**src/rtl/fetch_pkg.sv**
```systemverilog
// ---------------------------------------------------------------------------
// fetch_pkg
// Shared definitions for the instruction fetch stage:
//   - fetch_state_t : fetch controller states
//   - SEL_PC_*      : PC source select codes driven to the PC stage
//   - MEM_LAT_MIN/MAX, CNT_W : supported imem latency range and counter width
//   - lat_preload() : latency counter start value for a given imem latency
// ---------------------------------------------------------------------------
package fetch_pkg;

    typedef enum logic [2:0] {
        IDLE,
        INIT,
        ISSUE,
        WAIT,
        HOLD
    } fetch_state_t;

    localparam logic [1:0] SEL_PC_INC   = 2'b00;
    localparam logic [1:0] SEL_PC_START = 2'b01;
    localparam logic [1:0] SEL_PC_DP    = 2'b11;

    localparam int MEM_LAT_MIN = 1;
    localparam int MEM_LAT_MAX = 4;

    // Counter holds MEM_LAT-1 down to 0, so 2 bits cover the full range.
    localparam int CNT_W = 2;

    // Out-of-range latencies are clamped so the counter can never wrap.
    function automatic logic [CNT_W-1:0] lat_preload(input int lat);
        int l;
        if (lat < MEM_LAT_MIN)
            l = MEM_LAT_MIN;
        else if (lat > MEM_LAT_MAX)
            l = MEM_LAT_MAX;
        else
            l = lat;
        return CNT_W'(l - 1);
    endfunction

endpackage

```
**src/rtl/fetch_outbuf.sv**
```systemverilog
// ---------------------------------------------------------------------------
// fetch_outbuf
// Output register toward decode plus a one-entry pending buffer used when a
// memory response arrives while the output slot is still occupied.
//
// Ports:
//   clk, rst_n   clock / asynchronous active-low reset
//   flush        drop both the output entry and the pending entry
//   ready        decode ready (instr_ready)
//   wr_en        a memory response is to be stored this cycle
//   wr_data      response data
//   wr_pc        address of the response
//   instr        instruction presented to decode
//   instr_pc     address of instr
//   instr_valid  instr holds a valid instruction
//   slot_free    output register is empty or is being transferred this cycle
// ---------------------------------------------------------------------------
module fetch_outbuf
    import fetch_pkg::*;
#(
    parameter int AW = 11,
    parameter int DW = 32
) (
    input  logic          clk,
    input  logic          rst_n,
    input  logic          flush,
    input  logic          ready,
    input  logic          wr_en,
    input  logic [DW-1:0] wr_data,
    input  logic [AW-1:0] wr_pc,
    output logic [DW-1:0] instr,
    output logic [AW-1:0] instr_pc,
    output logic          instr_valid,
    output logic          slot_free
);

    logic [DW-1:0] pend_data;
    logic [AW-1:0] pend_pc;
    logic          pend_valid;
    logic          xfer;

    // A ready seen during a flush is not a transfer.
    assign xfer      = instr_valid & ready & ~flush;
    assign slot_free = ~instr_valid | xfer;

    always_ff @(posedge clk or negedge rst_n) begin
        if (!rst_n) begin
            instr       <= '0;
            instr_pc    <= '0;
            instr_valid <= 1'b0;
            pend_data   <= '0;
            pend_pc     <= '0;
            pend_valid  <= 1'b0;
        end else if (flush) begin
            instr_valid <= 1'b0;
            pend_valid  <= 1'b0;
        end else if (wr_en) begin
            // The controller never reads while an entry is pending, so a
            // new response cannot collide with pend_valid.
            if (slot_free) begin
                instr       <= wr_data;
                instr_pc    <= wr_pc;
                instr_valid <= 1'b1;
            end else begin
                pend_data  <= wr_data;
                pend_pc    <= wr_pc;
                pend_valid <= 1'b1;
            end
        end else if (pend_valid && slot_free) begin
            instr       <= pend_data;
            instr_pc    <= pend_pc;
            instr_valid <= 1'b1;
            pend_valid  <= 1'b0;
        end else if (xfer) begin
            instr_valid <= 1'b0;
        end
    end

endmodule

```
**src/rtl/instr_fetch.sv**
```systemverilog
// ---------------------------------------------------------------------------
// instr_fetch
// Instruction fetch stage between the PC stage and decode. Issues one read at
// a time to a fixed-latency synchronous imem, returns each word with its
// address over a valid/ready handshake, and steers the PC stage through
// load_pc/sel_pc for start, sequential increment and datapath redirect.
//
// Ports:
//   clk, rst_n   clock / asynchronous active-low reset
//   start        pulse: begin fetching from start_pc (PC stage loads it)
//   halt         level: stop issuing new requests
//   redirect     pulse: datapath branch, PC stage loads dp_pc
//   pc_in        current PC from the PC stage
//   load_pc      PC load enable
//   sel_pc       PC source: 00 increment, 01 start_pc, 11 dp_pc
//   imem_rd_en   memory read strobe
//   imem_addr    memory address
//   imem_rdata   read data, valid MEM_LAT cycles after the strobe
//   instr        instruction to decode
//   instr_pc     address of instr
//   instr_valid  instr is valid
//   instr_ready  decode accepts (transfer when valid & ready & !redirect)
//   busy         controller not idle
// ---------------------------------------------------------------------------
module instr_fetch
    import fetch_pkg::*;
#(
    parameter int MEM_LAT = 1,
    parameter int AW      = 11,
    parameter int DW      = 32
) (
    input  logic          clk,
    input  logic          rst_n,
    input  logic          start,
    input  logic          halt,
    input  logic          redirect,
    input  logic [AW-1:0] pc_in,
    output logic          load_pc,
    output logic [1:0]    sel_pc,
    output logic          imem_rd_en,
    output logic [AW-1:0] imem_addr,
    input  logic [DW-1:0] imem_rdata,
    output logic [DW-1:0] instr,
    output logic [AW-1:0] instr_pc,
    output logic          instr_valid,
    input  logic          instr_ready,
    output logic          busy
);

    fetch_state_t     state;
    logic [CNT_W-1:0] cnt;
    logic             discard;
    logic [AW-1:0]    req_pc;

    logic flush;
    logic arrive;
    logic buf_wr;
    logic slot_free;

    // Redirect is meaningless while idle, so it only flushes when running.
    assign flush  = redirect & (state != IDLE);
    assign arrive = (state == WAIT) && (cnt == '0);
    // A response arriving in the same cycle as a redirect is already stale.
    assign buf_wr = arrive & ~discard & ~redirect;
    assign busy   = (state != IDLE);

    // PC-stage control and read strobe are decoded from the current state and
    // this cycle's redirect/halt so a branch takes effect without a bubble.
    always_comb begin
        load_pc    = 1'b0;
        sel_pc     = SEL_PC_INC;
        imem_rd_en = 1'b0;
        imem_addr  = '0;
        case (state)
            INIT: begin
                load_pc = 1'b1;
                sel_pc  = SEL_PC_START;
            end
            ISSUE: begin
                if (redirect) begin
                    load_pc = 1'b1;
                    sel_pc  = SEL_PC_DP;
                end else if (!halt) begin
                    imem_rd_en = 1'b1;
                    imem_addr  = pc_in;
                    load_pc    = 1'b1;
                    sel_pc     = SEL_PC_INC;
                end
            end
            WAIT, HOLD: begin
                if (redirect) begin
                    load_pc = 1'b1;
                    sel_pc  = SEL_PC_DP;
                end
            end
            default: begin
                load_pc = 1'b0;
            end
        endcase
    end

    always_ff @(posedge clk or negedge rst_n) begin
        if (!rst_n) begin
            state   <= IDLE;
            cnt     <= '0;
            discard <= 1'b0;
            req_pc  <= '0;
        end else begin
            case (state)
                IDLE: begin
                    if (start)
                        state <= INIT;
                end
                INIT: begin
                    state <= ISSUE;
                end
                ISSUE: begin
                    // Redirect wins over halt: the PC load happens now and
                    // halt is seen again on the next ISSUE cycle.
                    if (redirect) begin
                        state <= ISSUE;
                    end else if (halt) begin
                        state <= IDLE;
                    end else begin
                        req_pc <= pc_in;
                        cnt    <= lat_preload(MEM_LAT);
                        state  <= WAIT;
                    end
                end
                WAIT: begin
                    if (cnt != '0) begin
                        cnt <= cnt - 1'b1;
                        if (redirect)
                            discard <= 1'b1;
                    end else begin
                        discard <= 1'b0;
                        if (discard || redirect)
                            state <= ISSUE;
                        else if (slot_free)
                            state <= ISSUE;
                        else
                            state <= HOLD;
                    end
                end
                HOLD: begin
                    // The output buffer moves the pending entry on its own
                    // once the slot frees; a redirect drops it.
                    if (redirect || slot_free)
                        state <= ISSUE;
                end
                default: begin
                    state <= IDLE;
                end
            endcase
        end
    end

    fetch_outbuf #(
        .AW(AW),
        .DW(DW)
    ) u_outbuf (
        .clk        (clk),
        .rst_n      (rst_n),
        .flush      (flush),
        .ready      (instr_ready),
        .wr_en      (buf_wr),
        .wr_data    (imem_rdata),
        .wr_pc      (req_pc),
        .instr      (instr),
        .instr_pc   (instr_pc),
        .instr_valid(instr_valid),
        .slot_free  (slot_free)
    );

endmodule

```
**config.mk**
```make
export PLATFORM = sky130hd
export DESIGN_NAME = instr_fetch
export DESIGN_NICKNAME = d
export VERILOG_FILES = /design/src/rtl/fetch_pkg.sv /design/src/rtl/fetch_outbuf.sv /design/src/rtl/instr_fetch.sv
export SDC_FILE = /design/constraint.sdc
export NUM_CORES = 1
export LEC_CHECK = 0
export ABC_CLOCK_PERIOD_IN_PS = 2009
export CAP_MARGIN = 10
export CORE_MARGIN = 1
export CORE_UTILIZATION = 45
export CTS_CLUSTER_SIZE = 20
export DETAILED_ROUTE_END_ITERATION = 8
export GPL_ROUTABILITY_DRIVEN = 1
export MAX_ROUTING_LAYER = met4
export PLACE_DENSITY_LB_ADDON = 0.2
export SYNTH_ARGS = -nofsm -noshare
export SYNTH_HDL_FRONTEND = slang
export SYNTH_SLANG_ARGS = --single-unit
```
**constraint.sdc**
```tcl
create_clock -name clk -period 2.01 [get_ports clk]
set_input_delay 0.201 -clock clk [delete_from_list [all_inputs] [get_ports clk]]
set_output_delay 0.201 -clock clk [all_outputs]
set_load 0.02 [all_outputs]
```
# --- Yosys cells after proc, flatten, opt, wreduce, memory -nomap -nowiden ---
# Index checks and enable logic that the tools add are counted.
totals:
  inputBits: 49
  register_bits: 105
  word_cells: 99
  out_inout_bits: 60
op_classes:
  mux: 40
  bitwise: 12
  eq_ne: 14
  add_sub_neg: 1
  n_reduce_logical: 22
op_table:
  columns: ["op", "n"]
  rows:
  - ["$mux W32", 3]
  - ["$mux W11", 6]
  - ["$mux W1", 16]
  - ["$mux W3", 5]
  - ["$pmux W3 S5", 1]
  - ["$mux W2", 6]
  - ["$ne A2 B2 Y1 const B", 6]
  - ["$reduce_and A3 Y1", 4]
  - ["$pmux W2 S2", 2]
  - ["$eq A3 B2 Y1 const B", 2]
  - ["$not A1 Y1", 6]
  - ["$reduce_and A2 Y1", 3]
  - ["$reduce_bool A2 Y1", 3]
  - ["$reduce_bool A3 Y1", 2]
  - ["$and A1 B1 Y1", 5]
  - ["$ne A2 B1 Y1 const B", 2]
  - ["$reduce_and A4 Y1", 1]
  - ["$reduce_bool A4 Y1", 1]
  - ["$eq A3 B1 Y1 const B", 1]
  - ["$eq A3 B3 Y1 const B", 1]
  - ["$logic_not A3 Y1", 1]
  - ["$ne A3 B1 Y1 const B", 1]
  - ["$ne A3 B2 Y1 const B", 1]
  - ["$pmux W1 S3", 1]
  - ["7 further kinds", 9]

# --- Logic depth before layout (Yosys ltp) ---
# Gate-level depths: netlist of the first run.
depth:
  depth_word: 9
  mapped_depth: 8
  ltp_nobuf: 6

# --- Modules after synthesis ---
# From an unflattened synthesis of the first run, not the netlist that was laid out.
unflattened:
  cells_unflattened: 328
  hier_area_um2: 4814.6
by_module_without_submodules:
  columns: ["module", "cells_each", "n_inst", "area_each_um2", "seq_area_each_um2"]
  rows:
  - ["fetch_outbuf", 242, 1, 3893.7, 2202.1]
  - ["instr_fetch", 86, 1, 920.9, 425.4]

# --- Worst setup path before layout of the first run ---
# No wires, ideal clock.
synth_timing:
  kind: "flip-flop to flip-flop"
  from: "reg state[1]"
  to: "reg u_outbuf.instr[0]"
  arrival_time_ps: 1882
  setup_ps: 73
  t_required_ps: 1937
  slack_ps: 55
  stages_incl_launch_ff: 8
  synth_period_minus_slack_ps: 1955
  n_path_buf: 3
  cell_sequence: "dfrtp_1 > buf_6 > or3_1 > buf_6 > a21oi_4 > a21boi_4 > buf_12 > a2bb2oi_2"
synth_between:
  elab_chain_cells: 8
  elab_cells_between_ends: 14
  cone_classes: "eq/ne (2); mux (1); bitwise (6); reduce/logical (5)"
synth_lines:
  columns: ["item", "line_no", "rtl"]
  rows:
  - ["start, declared", "instr_fetch.sv:50", "fetch_state_t state;"]
  - ["start signal, assigned", "instr_fetch.sv:104", "state <= IDLE;"]
  - ["start signal, assigned", "instr_fetch.sv:112", "state <= INIT;"]
  - ["start signal, assigned", "instr_fetch.sv:115", "state <= ISSUE;"]
  - ["$reduce_bool A3 Y1 *", null, null]
  - ["net busy", "instr_fetch.sv:47", "output logic busy"]
  - ["$and A1 B1 Y1 *", "instr_fetch.sv:61", "assign flush = redirect & (state != IDLE);"]
  - ["$not A1 Y1 (no line) *", null, null]
  - ["$and A1 B1 Y1", "fetch_outbuf.sv:43", "assign xfer = instr_valid & ready & ~flush;"]
  - ["$or A1 B1 Y1", "fetch_outbuf.sv:44", "assign slot_free = ~instr_valid | xfer;"]
  - ["$logic_and A1 B1 Y1", "fetch_outbuf.sv:69", "end else if (pend_valid && slot_free) begin"]
  - ["$reduce_bool A2 Y1 (no line)", null, null]
  - ["$reduce_and A3 Y1 (no line) *", null, null]
  - ["end signal, assigned", "fetch_outbuf.sv:61", "instr <= wr_data;"]
  - ["end signal, assigned", "fetch_outbuf.sv:70", "instr <= pend_data;"]
  - ["end, declared", "fetch_outbuf.sv:31", "output logic [DW-1:0] instr,"]
# Mark *: on every way through the listed nets, which the timed path passes. The rest lies on a longest branch.
# A chain may end at the register's enable or synchronous reset.

# --- Final worst setup path of the first run ---
layout_timing:
  from: "reg state[1]"
  to: "out imem_addr[8]"
layout_between:
  elab_chain_cells: 2
layout_lines:
  columns: ["item", "line_no", "rtl"]
  rows:
  - ["$eq A3 B2 Y1", "instr_fetch.sv:74", "case (state)"]
  - ["$mux W11", "instr_fetch.sv:74", null]
  - ["end, declared", "instr_fetch.sv:41", "output logic [AW-1:0] imem_addr,"]
# No other way between the ends.

==> results.cfg, run 1 <==
[grt]
top_usage_layer = met2
grt_use_met3 = 0.0387
antenna_found_initial = 0
grt_max_degree = 53
grt_util_met2 = 0.310
grt_pass1_wl_mm = 17.1
grt.total_usage = 0.203
grt_overflow = 0
first_global_vias = 3356
use_met1 = 0.281

[routing]
remaining_drc_errors = 0
first_pass_iters = 4
drt_iter0_markers = 120
vias_per_cell = 5.42
vias = 3210
wirelength_mm = 10.1
ant_nets = 0
wl_per_cell_um = 17.1

[yosys]
synthesis.nets = 387
synthArstFlopShare = 1.00
ys_seq_area_frac = 0.552
synth.most_common_cell = dfrtp_1
synth_seq_cells = 105
synth_top_area_cell = dfrtp_1
yosysTopAreaCellShare = 0.552
synth.area.top_cells = dfrtp_1 55%, a2bb2oi_2 13%, mux2_2 10%
syn_avg_cell_area_um2 = 14.1
synth_commonest_cells = 105 x dfrtp_1, 43 x mux2_2, 43 x o22ai_1
netlist_instances = 337
synthFlopType = dfrtp_1
synth-edff-count = 0
synth_area_um2 = 4760
synth_warnings = 0
synth.distinct_cells = 37

[cts]
cts_tree = done
cts_root_buf = clkbuf_8
cts_sinks = 105
clk_path_buf_depth = 2
numCtsBuffers = 9
clkTransAtPathRegs_ns = 0.09
worstSkewPairLatency_ns = 0.35
cts_max_level = 3

[pwr]
combPwrFrac = 0.447
leakagePower_nw = 2.77
power.share.sequential = 0.412
p_clk_frac = 0.141
vdd_drop_max_mv = 0.602
intPower_w = 0.00569
cellPowerDensity_nw_per_um2 = 1380
p_sw_w = 0.00293
sw_frac_of_total = 0.340

[floorplan]
start_util = 0.463
coreArea_um2 = 10300
die_area_um2 = 11000
ios = 109
die_h_um = 105
rows = 37
die_x_um = 105

[sta]
report.final.slew_viol_count = 0
finalHoldViolations = 0
holdWs_ns = 0.308
worst_pin_slew_ns = 0.393
fin_skew_ns = 0.0125
post-route-period-util = 0.966
fmax_mhz = 515
slew_headroom = 0.738
timing.setup.tns_ns = 0
min_period_ns = 1.94
setup_viol = 0
rsz0062_at_grt = false

[critical_path]
worstPathRequired_ns = 1.81
cp-start-kind = flop
endpoint = imem_addr[8]
worstSetupPathType = reg2out
crit_path_start = state[1]
cp_max_fo = 18
r2r_setup_slack_ns = 0.13
worst_r2r_endpoint = u_outbuf.instr[18]
cp-end-kind = output port
worstPathArrival_ns = 1.74
r2r-start = state[0]
ff2ff_path_depth = 6

[finish]
area_growth_pct = 31.7
finish.utilization = 0.609
insertedDiodeCount = 0
fillCellCount = 873
num-nets-final = 504
drive_above_1_share = 0.322

[hold_path]
hold_class = in2async

[placed_design]
portBuffers = 108
place_congestion = 0.810
dpl.hpwl_mm = 6.59

[job]
cap_violations = 0

[outcome]
status = completed
## cells in the final DEF, fill, tap and decap left out, types with 3 or more instances in the layout
cell	count
dfrtp_1	103
clkdlybuf4s50_1	91
o22ai_1	43
mux2_2	43
a2bb2oi_2	40
buf_4	18
mux2_1	12
and2_1	11
clkbuf_8	9
buf_12	9
clkbuf_2	8
o21ai_0	7
nor2_1	6
a21oi_1	5
inv_1	4
nand2b_1	3
a2bb2oi_1	3
dlygate4sd2_1	3
clkdlybuf4s15_2	3
## how the worst min path moves through the flow
stage / start / end / slack, ns / cells after the start
floorplan: rst_n / cnt[0] / -0.09 / 0
global placement: rst_n / u_outbuf.instr[12] / 0.15 / 1
detailed placement: rst_n / u_outbuf.instr[12] / 0.16 / 1
CTS: rst_n / u_outbuf.instr[12] / 0.30 / 2
global route: rst_n / u_outbuf.instr[14] / 0.33 / 2
finish: rst_n / u_outbuf.instr[12] / 0.31 / 2
## power groups by stage
stage | combinational, W | sequential [W] | clock (W)
after CTS | 0.00388 | 0.00356 | 0.00127
after detailed placement | 0.00390 | 0.00359 | 0
after floorplan | 0.00188 | 0.00403 | 0
after global routing | 0.00408 | 0.00368 | 0.00136
after global placement | 0.00383 | 0.00356 | 0
final | 0.00385 | 0.00355 | 0.00122
## metrics by stage
step	cells	power, W	cell area, µm²	setup slack [ns]
2_1_floorplan	337	0.00590	4760	0.0547
3_3_place_gp	576	0.00739	6100	-0.0213
3_5_place_dp	576	0.00749	6100	-0.0196
4_1_cts	590	0.00871	6290	0.00229
5_1_grt	592	0.00912	6260	0.00138
6_report	592	0.00862	6260	0.0689
## kinds of logic after synthesis
group,after synthesis,share of synthesized area
simple gates,35,0.0463
compound gates,106,0.219
buf+inv,34,0.0476
fa+ha+maj,1,0.00263
flops,105,0.552
mux,56,0.132
## timing repair
item | 4_1_cts | 5_1_grt
resized for setup | 35 | 15
setup endpoints to repair | 16 | 15
hold endpoints to repair | 28 | 0
hold buffers | 1 | 0
buffers inserted | 0 | 2
## layer usage
layer / share of wire / vias up
met5: 0 / -
met3: 0.042 / 9
met1: 0.48 / 1620
li1: - / 1504
met2: 0.46 / 77
met4: 0.0097 / 0
## flip-flops by register name (all words and copies together) (netlist names)
| register | cells |
|---|---|
| cnt | 2 |
| discard | 1 |
| req_pc | 11 |
| state | 3 |
| u_outbuf.instr | 32 |
| u_outbuf.instr_pc | 11 |
| u_outbuf.instr_valid | 1 |
| u_outbuf.pend_data | 32 |
| u_outbuf.pend_pc | 11 |
| u_outbuf.pend_valid | 1 |
## worst max-delay path: stages, from the launching register on
cell and delay [ns]:
dfrtp_2 0.46, nor2b_2 0.17, and3b_2 0.21, buf_12 0.15
and2_1 0.16, clkdlybuf4s15_2 0.25
## layout make-up
type	instances	area (µm²)	area share
Sequential cell	105	2630	0.420
Multi-Input combinational cell	198	1920	0.306
Timing Repair Buffer	136	1360	0.217
Tap cell	136	170	0.0272
Clock buffer	10	128	0.0204
Clock inverter	3	45.0	0.00719
Inverter	4	15.0	0.00240
Note: power is estimated with default switching activity, not from simulation.
==> inputs of run 2 (changes only) <==
--- a/config.mk
+++ b/config.mk
@@ -11,7 +11,7 @@
 export CORE_UTILIZATION = 45
 export CTS_CLUSTER_SIZE = 20
 export DETAILED_ROUTE_END_ITERATION = 8
-export GPL_ROUTABILITY_DRIVEN = 1
+export HOLD_SLACK_MARGIN = 0.06
 export MAX_ROUTING_LAYER = met4
 export PLACE_DENSITY_LB_ADDON = 0.2
 export SYNTH_ARGS = -nofsm -noshare
==> results of run 2 <==
No change in the layout: final DEF, timing and power equal those of run 1.
==> inputs of run 3 (changes only) <==
==> constraint.sdc (replaced) <==
create_clock -name clk -period 2.01 [get_ports clk]
set_input_delay 0.402 -clock clk [delete_from_list [all_inputs] [get_ports clk]]
set_output_delay 0.402 -clock clk [all_outputs]
set_load 0.02 [all_outputs]
==> run 3 against run 2 <==
Effect of this change: register-to-register slack worse by 0.04 ns; critical path depth is the same; global-route usage is 0.88 points higher; via count grew 2.0%; combinational power grew 3%; non-clock buffer count rose by 9; utilization up 1.9 points; sequential cell count did not move; fmax decreased by 3.1%; design area up 3.2%; hold slack gained 0.20 ns; largest power group unchanged; highest routed layer unchanged.
==> results.cfg, run 3 (synthesis gave the netlist of run 1 again) <==
[sta]
finalHoldViolations = 0
fmax_mhz = 499
report.final.slew_viol_count = 0
slew_headroom = 0.686
post-route-period-util = 0.997
rsz0062_at_grt = true
min_period_ns = 2.00
holdWs_ns = 0.504
worst_pin_slew_ns = 0.472
fin_skew_ns = 0.0139
setup_viol = 0

[finish]
area_growth_pct = 35.8
insertedDiodeCount = 0
final_area_um2 = 6460
top_regs = u_outbuf.instr: 32 flops, u_outbuf.pend_data: 32 flops
drive_above_1_share = 0.351
final_common_cell = dfrtp_1
finish.utilization = 0.629
num-nets-final = 513
final_cell_mix = 105 x dfrtp_1, 90 x clkdlybuf4s50_1, 43 x mux2_2

[critical_path]
worstPathArrival_ns = 1.60
cp-start-kind = input pin
r2r-start = state[1]
cp-end-kind = output port
worstPathRequired_ns = 1.61
worstSetupPathType = in2out
crit_path_start = redirect
cp_max_fo = 17

[outcome]
status = completed

[pwr]
vdd_drop_max_mv = 0.625
total_power_w = 0.00909
cellPowerDensity_nw_per_um2 = 1410
leakagePower_nw = 2.89

[floorplan]
ios = 109
start_util = 0.463
die_h_um = 105
die_area_um2 = 11000
coreArea_um2 = 10300
rows = 37
die_x_um = 105

[routing]
vias_per_cell = 5.43
ant_nets = 0
highest-signal-layer = met4
remaining_drc_errors = 0
wl_per_cell_um = 17.5
route.met2.wl_mm = 5.02
first_pass_iters = 4
vias = 3275
wirelength_mm = 10.5
route.met3.wl_um = 405
m1WireLength_mm = 4.96
drt_iter0_markers = 96

[grt]
grt_max_degree = 51
grt.total_usage = 0.212
antenna_found_initial = 0
grt_overflow = 0
first_global_vias = 3499
grt_pass1_wl_mm = 17.8

[placed_design]
dpl.hpwl_mm = 6.91
place_congestion = 0.819
placed_area_um2 = 6160
portBuffers = 108

[hold_path]
hold_class = reg2reg
min-delay-start = u_outbuf.pend_data[11]

[cts]
cts_max_level = 3
cts_sinks = 105
numCtsBuffers = 9
cts_tree = done
clkTransAtPathRegs_ns = 0.09
clk_path_buf_depth = 2
cts_root_buf = clkbuf_8
worstSkewPairLatency_ns = 0.37

[job]
cap_violations = 0
-- run 3: report_power, final --
part | internal [W] | switching [W] | total [W]
clock network | 0.000894 | 0.000695 | 0.00159
registers | 0.00297 | 0.000572 | 0.00355
logic | 0.00222 | 0.00174 | 0.00396
total | 0.00609 | 0.00300 | 0.00909
-- run 3: path summary, 6_finish.rpt --
| path | cells past startpoint | end | slack (ns) |
|---|---|---|---|
| min reg2reg | 1 | u_outbuf.pend_data[11] | 0.50 |
| max in group asynchronous | 3 | discard | 0.83 |
| min in group asynchronous | 2 | u_outbuf.instr[6] | 0.51 |
| max reg2reg | 6 | u_outbuf.instr[19] | 0.09 |
| min | 1 | u_outbuf.pend_data[11] | 0.50 |
| max | 5 | imem_addr[9] | 0.006 |
-- run 3: final cells by class --
cell class	count	area, µm²
clock inverters	4	98.8
flip-flops and latches	105	2630
well taps	136	170
clock buffers	11	151
multi-input cells	198	1940
repair buffers	145	1460
inverters	4	15.0
fillers	857	3810
-- run 3: metal layers --
layer  global-route usage  vias up
met5                    -        -
met4               0.0734        0
met3               0.0356       12
met2                0.337       73
met1                0.276     1676
li1                     -     1514
-- run 3: per-stage QoR --
step                      worst slack, ns  TNS, ns  std cells
after floorplan                    0.0547        0        337
after global placement             -0.462   -13.66        585
after detailed placement           -0.479   -14.40        585
after CTS                         -0.0336   -0.209        603
after global routing              -0.0488   -0.370        603
final                             0.00606        0        603
-- run 3: what timing repair did --
| item | 4_1_cts | 5_1_grt |
|---|---|---|
| gates cloned | 0 | 0 |
| endpoints found under the setup margin | 16 | 15 |
| resized for setup | 65 | 32 |
| pin swaps | 1 | 2 |
| hold buffers | 1 | 0 |
| buffers inserted | 2 | 0 |
| endpoints found under the hold margin | 31 | 0 |
-- run 3: critical path, stage by stage --
cell and delay [ns]:
clkdlybuf4s50_1 0.49, and3b_2 0.25, buf_12 0.16, and2_1 0.17, buf_6 0.13
